### config.mk
export PLATFORM = sky130hd
export DESIGN_NAME = instruction_fetch
export DESIGN_NICKNAME = d
export VERILOG_FILES = /design/src/rtl/fetch_pkg.sv /design/src/rtl/fetch_perf_counter.sv /design/src/rtl/instruction_fetch.sv
export SDC_FILE = /design/constraint.sdc
export NUM_CORES = 1
export LEC_CHECK = 0
export ABC_AREA = 1
export CAP_MARGIN = 20
export CORE_ASPECT_RATIO = 1.25
export CORE_MARGIN = 4
export CORE_UTILIZATION = 45
export CTS_CLUSTER_DIAMETER = 60
export DETAILED_ROUTE_END_ITERATION = 12
export GPL_ROUTABILITY_DRIVEN = 0
export PLACE_DENSITY = 0.83
export SKIP_CTS_REPAIR_TIMING = 1
export SLEW_MARGIN = 20
export SYNTH_ARGS = -nofsm -noshare
export SYNTH_HDL_FRONTEND = slang
export SYNTH_SLANG_ARGS = --single-unit
### constraint.sdc
create_clock -name clk -period 1.75 [get_ports clk]
set_clock_uncertainty 0.15 [all_clocks]
set_input_delay 0.35 -clock clk [delete_from_list [all_inputs] [get_ports clk]]
set_output_delay 0.35 -clock clk [all_outputs]
set_load 0.03 [all_outputs]
### src/rtl/fetch_pkg.sv
// Shared types and constants for the instruction fetch stage.
package fetch_pkg;

  localparam int unsigned XLEN    = 32;
  localparam int unsigned PC_STEP = 4;

  localparam logic [XLEN-1:0] INST_ECALL = 32'h0000_0073;
  localparam logic [XLEN-1:0] INST_NOP   = 32'h0000_0013;

  typedef enum logic [1:0] {
    BOOT  = 2'd0,
    RUN   = 2'd1,
    HALT  = 2'd2,
    FAULT = 2'd3
  } fetch_state_e;

  // A PC is unusable if it is not word aligned or lies past the last instruction word.
  function automatic logic pc_is_illegal(input logic [XLEN-1:0] pc, input int unsigned depth);
    return (pc[1:0] != 2'b00) || ({32'd0, pc} >= (64'(depth) * 64'd4));
  endfunction

endpackage

### src/rtl/fetch_perf_counter.sv
// Saturating 32-bit event counter for delivered instructions.
module fetch_perf_counter
  import fetch_pkg::*;
(
  input  logic            clk,
  input  logic            reset,
  input  logic            inc,
  output logic [XLEN-1:0] count
);

  logic [XLEN-1:0] r_count;

  always_ff @(posedge clk) begin
    if (reset) begin
      r_count <= '0;
    end else if (inc && (r_count != '1)) begin
      r_count <= r_count + XLEN'(1);
    end
  end

  assign count = r_count;

endmodule

### src/rtl/instruction_fetch.sv
// Fetch stage: owns the PC, addresses instruction memory and registers the word for decode.
// Optional FETCH_PERF_EN adds the fetch_count port counting delivered instructions.
module instruction_fetch
  import fetch_pkg::*;
#(
  parameter logic [31:0] RESET_PC  = 32'h0000_0000,
  parameter int unsigned MEM_DEPTH = 1024
) (
  input  logic            clk,
  input  logic            reset,
  input  logic            stall,
  input  logic            redirect_valid,
  input  logic [XLEN-1:0] redirect_target,
  input  logic [XLEN-1:0] imem_dout,
  output logic [XLEN-1:0] imem_addr,
  output logic [XLEN-1:0] inst,
  output logic [XLEN-1:0] inst_pc,
  output logic            inst_valid,
  output logic            halted,
  output logic            fault
`ifdef FETCH_PERF_EN
  ,
  output logic [XLEN-1:0] fetch_count
`endif
);

  fetch_state_e    r_state;
  logic [XLEN-1:0] r_fetch_pc;
  logic [XLEN-1:0] r_inst;
  logic [XLEN-1:0] r_inst_pc;
  logic            r_inst_valid;
  logic            r_halted;
  logic            r_fault;

  fetch_state_e    w_state_nxt;
  logic [XLEN-1:0] w_fetch_pc_nxt;
  logic [XLEN-1:0] w_inst_nxt;
  logic [XLEN-1:0] w_inst_pc_nxt;
  logic            w_inst_valid_nxt;
  logic            w_halted_nxt;
  logic            w_fault_nxt;
  logic            w_pc_illegal;

  assign w_pc_illegal = pc_is_illegal(r_fetch_pc, MEM_DEPTH);

  always_ff @(posedge clk) begin
    if (reset) begin
      r_state      <= BOOT;
      r_fetch_pc   <= RESET_PC;
      r_inst       <= INST_NOP;
      r_inst_pc    <= '0;
      r_inst_valid <= 1'b0;
      r_halted     <= 1'b0;
      r_fault      <= 1'b0;
    end else begin
      r_state      <= w_state_nxt;
      r_fetch_pc   <= w_fetch_pc_nxt;
      r_inst       <= w_inst_nxt;
      r_inst_pc    <= w_inst_pc_nxt;
      r_inst_valid <= w_inst_valid_nxt;
      r_halted     <= w_halted_nxt;
      r_fault      <= w_fault_nxt;
    end
  end

  // Redirect beats stall; legality and ECALL are judged only on a real capture.
  always_comb begin
    w_state_nxt      = r_state;
    w_fetch_pc_nxt   = r_fetch_pc;
    w_inst_nxt       = r_inst;
    w_inst_pc_nxt    = r_inst_pc;
    w_inst_valid_nxt = r_inst_valid;
    w_halted_nxt     = r_halted;
    w_fault_nxt      = r_fault;
    case (r_state)
      BOOT: begin
        w_state_nxt = RUN;
      end
      RUN: begin
        if (redirect_valid) begin
          w_fetch_pc_nxt   = redirect_target;
          w_inst_valid_nxt = 1'b0;
        end else if (!stall) begin
          if (w_pc_illegal) begin
            w_state_nxt      = FAULT;
            w_fault_nxt      = 1'b1;
            w_halted_nxt     = 1'b1;
            w_inst_valid_nxt = 1'b0;
          end else begin
            w_inst_nxt       = imem_dout;
            w_inst_pc_nxt    = r_fetch_pc;
            w_inst_valid_nxt = 1'b1;
            w_fetch_pc_nxt   = r_fetch_pc + XLEN'(PC_STEP);
            if (imem_dout == INST_ECALL) begin
              w_state_nxt = HALT;
            end
          end
        end
      end
      HALT: begin
        w_inst_valid_nxt = 1'b0;
        w_halted_nxt     = 1'b1;
      end
      FAULT: begin
        w_inst_valid_nxt = 1'b0;
        w_halted_nxt     = 1'b1;
        w_fault_nxt      = 1'b1;
      end
      default: begin
        w_state_nxt = FAULT;
      end
    endcase
  end

  assign imem_addr  = r_fetch_pc;
  assign inst       = r_inst;
  assign inst_pc    = r_inst_pc;
  assign inst_valid = r_inst_valid;
  assign halted     = r_halted;
  assign fault      = r_fault;

`ifdef FETCH_PERF_EN
  logic w_capture;

  assign w_capture = (r_state == RUN) && !redirect_valid && !stall && !w_pc_illegal;

  fetch_perf_counter u_perf (
    .clk   (clk),
    .reset (reset),
    .inc   (w_capture),
    .count (fetch_count)
  );
`endif

endmodule
==> results of run 1 <==
## placed cells by master (no fill, tap or decap), types with 20 or more instances in the layout
cell,n
nand2_1,143
nor2_1,137
dlymetal6s2s_1,97
dfxtp_1,90
clkdlybuf4s50_1,67
buf_4,53
inv_1,44
a21oi_1,43
o21ai_0,39
nand3_1,24
nor3b_1,20
## synth_stat cells (all sizes together)
cell    number
nor2       160
a21oi       50
o211ai       1
clkbuf      14
mux2i        2
a211oi       1
nor3         8
nand3       28
o21ai       66
dfxtp      101
o22ai        4
ha           2
nand2      149
inv         50
buf         18
nand3b       6
nand4        6
nor3b       22
a31oi        3
or2          4
xor2         2
## kinds of logic (layout without fill, tap and decap cells)
kind of cell               Yosys count  in the layout  share of synthesized area
and+or+nand+nor                    383            383                      0.350
buffers and inverters               82            306                     0.0728
xor gates and xnor gates             2              2                    0.00371
AOI/OAI and AO/OA                  125            125                      0.136
muxes                                2              2                    0.00423
adders and majority gates            2              2                    0.00529
DFF                                101            101                      0.428
## per-stage QoR
step | setup WS (ns) | total power [mW] | std cells
finish | -0.161 | 5.84 | 1050
global placement | -0.285 | 3.61 | 1017
global route | -0.241 | 6.02 | 1050
detailed placement | -0.374 | 3.64 | 1017
floorplan | 0.0456 | 3.06 | 697
CTS | -0.376 | 5.73 | 1032
## sequential cells by signal (all words and copies together), names as in the netlist
name        flops
halted          1
inst_pc        32
r_state         2
imem_addr      32
inst_valid      1
fault           1
inst           32
## power breakdown
| part | switching (mW) | internal (mW) | total, mW |
|---|---|---|---|
| combinational | 0.679 | 0.554 | 1.23 |
| clock | 0.891 | 1.25 | 2.14 |
| sequential | 0.0795 | 2.39 | 2.47 |
## worst max-delay path, stage by stage, from the launching register on
cell	delay [ns]
dfxtp_2	0.33
nor2_2	0.11
nand3_2	0.10
nor2_4	0.17
nand4_4	0.12
nor2_4	0.15
buf_12	0.16
buf_6	0.11
clkbuf_16	0.13
o21ai_0	0.10
a21oi_1	0.18
## path summary, 6_finish.rpt
check / from / to / slack [ns] / cells after the start
setup reg to reg: imem_addr[25] / inst[13] / -0.16 / 10
hold reg to reg: inst_pc[12] / inst_pc[12] / 0.32 / 1
hold / removal: inst_pc[12] / inst_pc[12] / 0.32 / 1
setup / recovery: imem_addr[25] / inst[13] / -0.16 / 10
## area by class of cell
class	count	area, µm²
fillers	649	2160
repair buffers	241	2740
clock inverters	6	86.3
flip-flops and latches	101	2040
clock buffers	9	225
inverters	50	203
multi-input cells	514	2590
well taps	129	161
## metal layers
layer  global-route usage  vias to the layer above
met5                    0                        -
met4                0.131                        0
met3               0.0836                       84
met2                0.445                      336
met1                0.271                     2700
li1                     -                     2698
==> metrics.txt, run 1 <==
status finished, violations left; failing checks setup timing; worst min path class flip-flop to flip-flop; met3 WL 1.65 mm; share of cells above drive strength 1 0.190; Layout area overhead 70.2%; initial core utilization 0.463; Die ar. 0.0122 mm²; setup violators final 53; Worst-path clk slew 0.07 ns; initial antenna violation count 0; max-slew violation count 0; Max Freq 0.523 GHz; Leakage 4.74 nW; Syn Inst Count 697; vias post-DR 5818; final instance area 0.00805 mm²; first-pass GRT wire length 24.7 mm; GRT Residual Overflow 0; Worst Tran Pin Value 0.381 ns; router iterations before antenna repair 5; Setup Crit Path Kind flip-flop to flip-flop; FP Rows 41; Top Metal Used met4; Post-DP HPWL 11.8 mm; register area share after synthesis 0.428; Via-to-Cell Ratio 5.54; Boundary Pins 167; drt initial violations 328; syn nets 767; vias in the first global route 5340; GRT Total Usage 0.254; WL met1 6.49 mm; Clock Path Buffers 2; hold_ws 0.320 ns; final count of hold timing violations 0; min Tclk post-route 1.91 ns; post-layout util 0.788; Synth area leaders dfxtp_1, nor2_1, nand2_1; maximum vdd drop 0.000628 V; Synth top area share 0.428; Total Neg Setup Slack -2.51 ns; critical path launch point type flip-flop; Yosys reg bits 101; Avg WL per Cell 17.7 µm; Synth cell types 29; fin worst setup slack -0.161 ns; Sink Count 101; Final ANT Viol Nets 0; met2 routed WL 9.47 mm; number of remaining DRC errors 0; synth warn 0; Pwr Density 726 mW/mm²; Nets 987; max_slew headroom 0.746; Crit Path Max Fanout 7; TritonCTS clock tree yes; Max-Cap Viols 0; mapped cell area 0.00473 mm²; syn avg cell area 6.78 µm²; RSZ-0062 raised after global routing true; Synth area leader dfxtp_1; core area 0.0102 mm²; H-tree depth 3; Crit. End Element flip-flop; Arr. time, crit path 2.02 ns; worst skew pair latency 0.34 ns; ant diodes 0; drt total wl 18.6 mm; largest net degree at the start of global routing 63; Buffers on Ports 166; placed inst area 0.00691 mm²; CP required 1.86 ns; die width 99.7 µm; Root Driver clkbuf_16; fin crit share 1.09; die height 123 µm; CTS Buf Count 9
(Power assumes the default switching activity.)
==> run 2, diff against run 1 <==
==> constraint.sdc (replaced) <==
create_clock -name clk -period 1.75 [get_ports clk]
set_clock_uncertainty 0.15 [all_clocks]
set_input_delay 0.175 -clock clk [delete_from_list [all_inputs] [get_ports clk]]
set_output_delay 0.175 -clock clk [all_outputs]
set_load 0.03 [all_outputs]
==> run 2 against run 1 <==
  * The flow still finishes with violations (setup timing)
  * Via count decreased by 1.0%
  * Count of clock-buffer cells in the layout increased by 1
  * Core utilization decreased by 2.9 points
  * Critical path type unchanged
  * Largest cell class is now multi-input gates
==> metrics.txt, run 2 (synthesis results as in run 1) <==
status finished, violations left; failing checks setup timing; Worst Tran Pin Value 0.379 ns (-0.00163 ns); Layout fillers 717 (+10%); TritonCTS clock tree yes; drt initial violations 287 (-13%); die width 99.7 µm (unchanged); Pwr Density 736 mW/mm² (+1.4%); Overall Power 5.71 mW (-2.3%); Top cell by count, worst path nor2_4; fin worst setup slack -0.0892 ns (+0.0717 ns); Crit Path Max Fanout 10 (+3); Clock Path Buffers 2 (unchanged); final count of hold timing violations 0 (unchanged); Setup Crit Path Kind flip-flop to flip-flop; worst skew pair latency 0.35 ns (about the same); Crit. End Element flip-flop; Layout area overhead 64.0%; drt total wl 18.1 mm (-2.9%); Post-DP HPWL 11.7 mm (-0.36%); number of remaining DRC errors 0 (unchanged); share of cells above drive strength 1 0.172 (-0.0175); router iterations before antenna repair 5 (unchanged); CP cell instances nor2_2 -> nand3_2 -> nor2_4 -> nand4_4 -> nor2_4 -> buf_12 -> buf_8 -> o21ai_0 -> a21oi_1; Leakage 3.65 nW (-23%); worst min path class input pin to flip-flop; Max-Cap Viols 0 (unchanged); initial antenna violation count 0 (unchanged); Avg WL per Cell 17.3 µm (-2.4%); Worst-path clk slew 0.07 ns (about the same); leading cell types in the layout, fill and taps excluded nand2_1, nor2_1, clkdlybuf4s50_1, dfxtp_1, o21ai_0; ant diodes 0 (unchanged); crit-path max cell delay 0.33 ns (about the same); min Tclk post-route 1.84 ns (-0.0717 ns); RSZ-0062 raised after global routing true; Nets 981 (-0.61%); critical path launch point type flip-flop; Worst path slowest cell dfxtp_2; Place WS -0.165 ns (+0.210 ns); hold_ws 0.235 ns (-0.0846 ns); Inst Count DP 1013 (-0.39%); Boundary Pins 167 (unchanged); first-pass GRT wire length 25.7 mm (+4.1%); setup violators final 38 (-28%); most common cell after layout, fill and taps aside nand2_1; die height 123 µm (unchanged); CP required 1.86 ns (about the same); fin cells 1045 (-0.48%); Buffers on Ports 166 (unchanged); Reg area 0.00204 mm² (about the same); core area 0.0102 mm² (unchanged); CTS Buf Count 9 (unchanged); area of the multi-input gates 0.00257 mm² (-0.77%); vias post-DR 5757 (-1.0%); fin crit share 1.05 (-0.0410); Arr. time, crit path 1.95 ns (-0.07 ns); max_slew headroom 0.747 (+0.00109); Max Freq 0.544 GHz (+3.9%); initial core utilization 0.463 (unchanged); H-tree depth 3 (unchanged); GRT Total Usage 0.262 (+0.00794); Sink Count 101 (unchanged); largest net degree at the start of global routing 63 (unchanged); maximum vdd drop 0.000680 V (+8.3%); Via-to-Cell Ratio 5.51 (-0.58%); Die ar. 0.0122 mm² (unchanged); max-slew violation count 0 (unchanged); FP Rows 41 (unchanged); Root Driver clkbuf_16; Total Neg Setup Slack -1.45 ns (+1.05 ns); Final ANT Viol Nets 0 (unchanged); GRT Residual Overflow 0 (unchanged); vias in the first global route 5522 (+3.4%)
## run 2: cell count changes in the layout (fill, tap and decap cells not counted), sizes merged
cell,delta
buf,-9
bufinv,-2
clkbuf,+1
clkdlybuf4s50,+60
clkinv,+2
clkinvlp,-1
dlymetal6s2s,-58
inv,+2
## run 2: cell type report
class | instances | area share
multi-input combinational | 514 | 0.331
timing repair buffer | 234 | 0.320
sequential | 101 | 0.263
clock buffer | 10 | 0.0308
inverter | 50 | 0.0261
tap | 129 | 0.0208
clock inverter | 6 | 0.00694
timing repair inverter | 1 | 0.00113
## run 2: report_power, final
part	switching (mW)	total (mW)	internal, mW
logic	0.682	1.25	0.564
clock network	0.956	1.99	1.03
registers	0.0828	2.47	2.39
total	1.72	5.71	3.99
## run 2: final timing paths
kind | startpoint | endpoint | slack, ns | depth (start not counted)
max | imem_addr[26] | inst[12] | -0.09 | 9
min | imem_dout[27] | inst[27] | 0.24 | 3
max reg2reg | imem_addr[26] | inst[12] | -0.09 | 9
min reg2reg | fault | fault | 0.31 | 2
## run 2: stage by stage
step / util / cell area (µm²)
2_1_floorplan: - / 4730
3_3_place_gp: 0.672 / 6860
3_5_place_dp: 0.672 / 6860
4_1_cts: 0.700 / 7150
5_1_grt: 0.759 / 7750
6_report: 0.759 / 7750
## run 2: routing by layer
| layer | track usage | wire, µm | up-vias |
|---|---|---|---|
| met5 | 0 | 0 | - |
| met2 | 0.457 | 9190 | 361 |
| met3 | 0.0739 | 1780 | 77 |
| met1 | 0.285 | 6270 | 2636 |
| met4 | 0.144 | 813 | 0 |
| li1 | - | - | 2683 |
## run 2: critical path, delay by kind of cell, from the launching register on
family	cells	cell delay (ns)
flops	1	0.33
simple gates	5	0.66
compound gates	2	0.33
buf+inv	2	0.27
==> run 3, diff against run 2 <==
Settings changed: HOLD_SLACK_MARGIN set to 0.03.
==> results of run 3 <==
No change in the layout: final DEF, timing and power equal those of run 2.
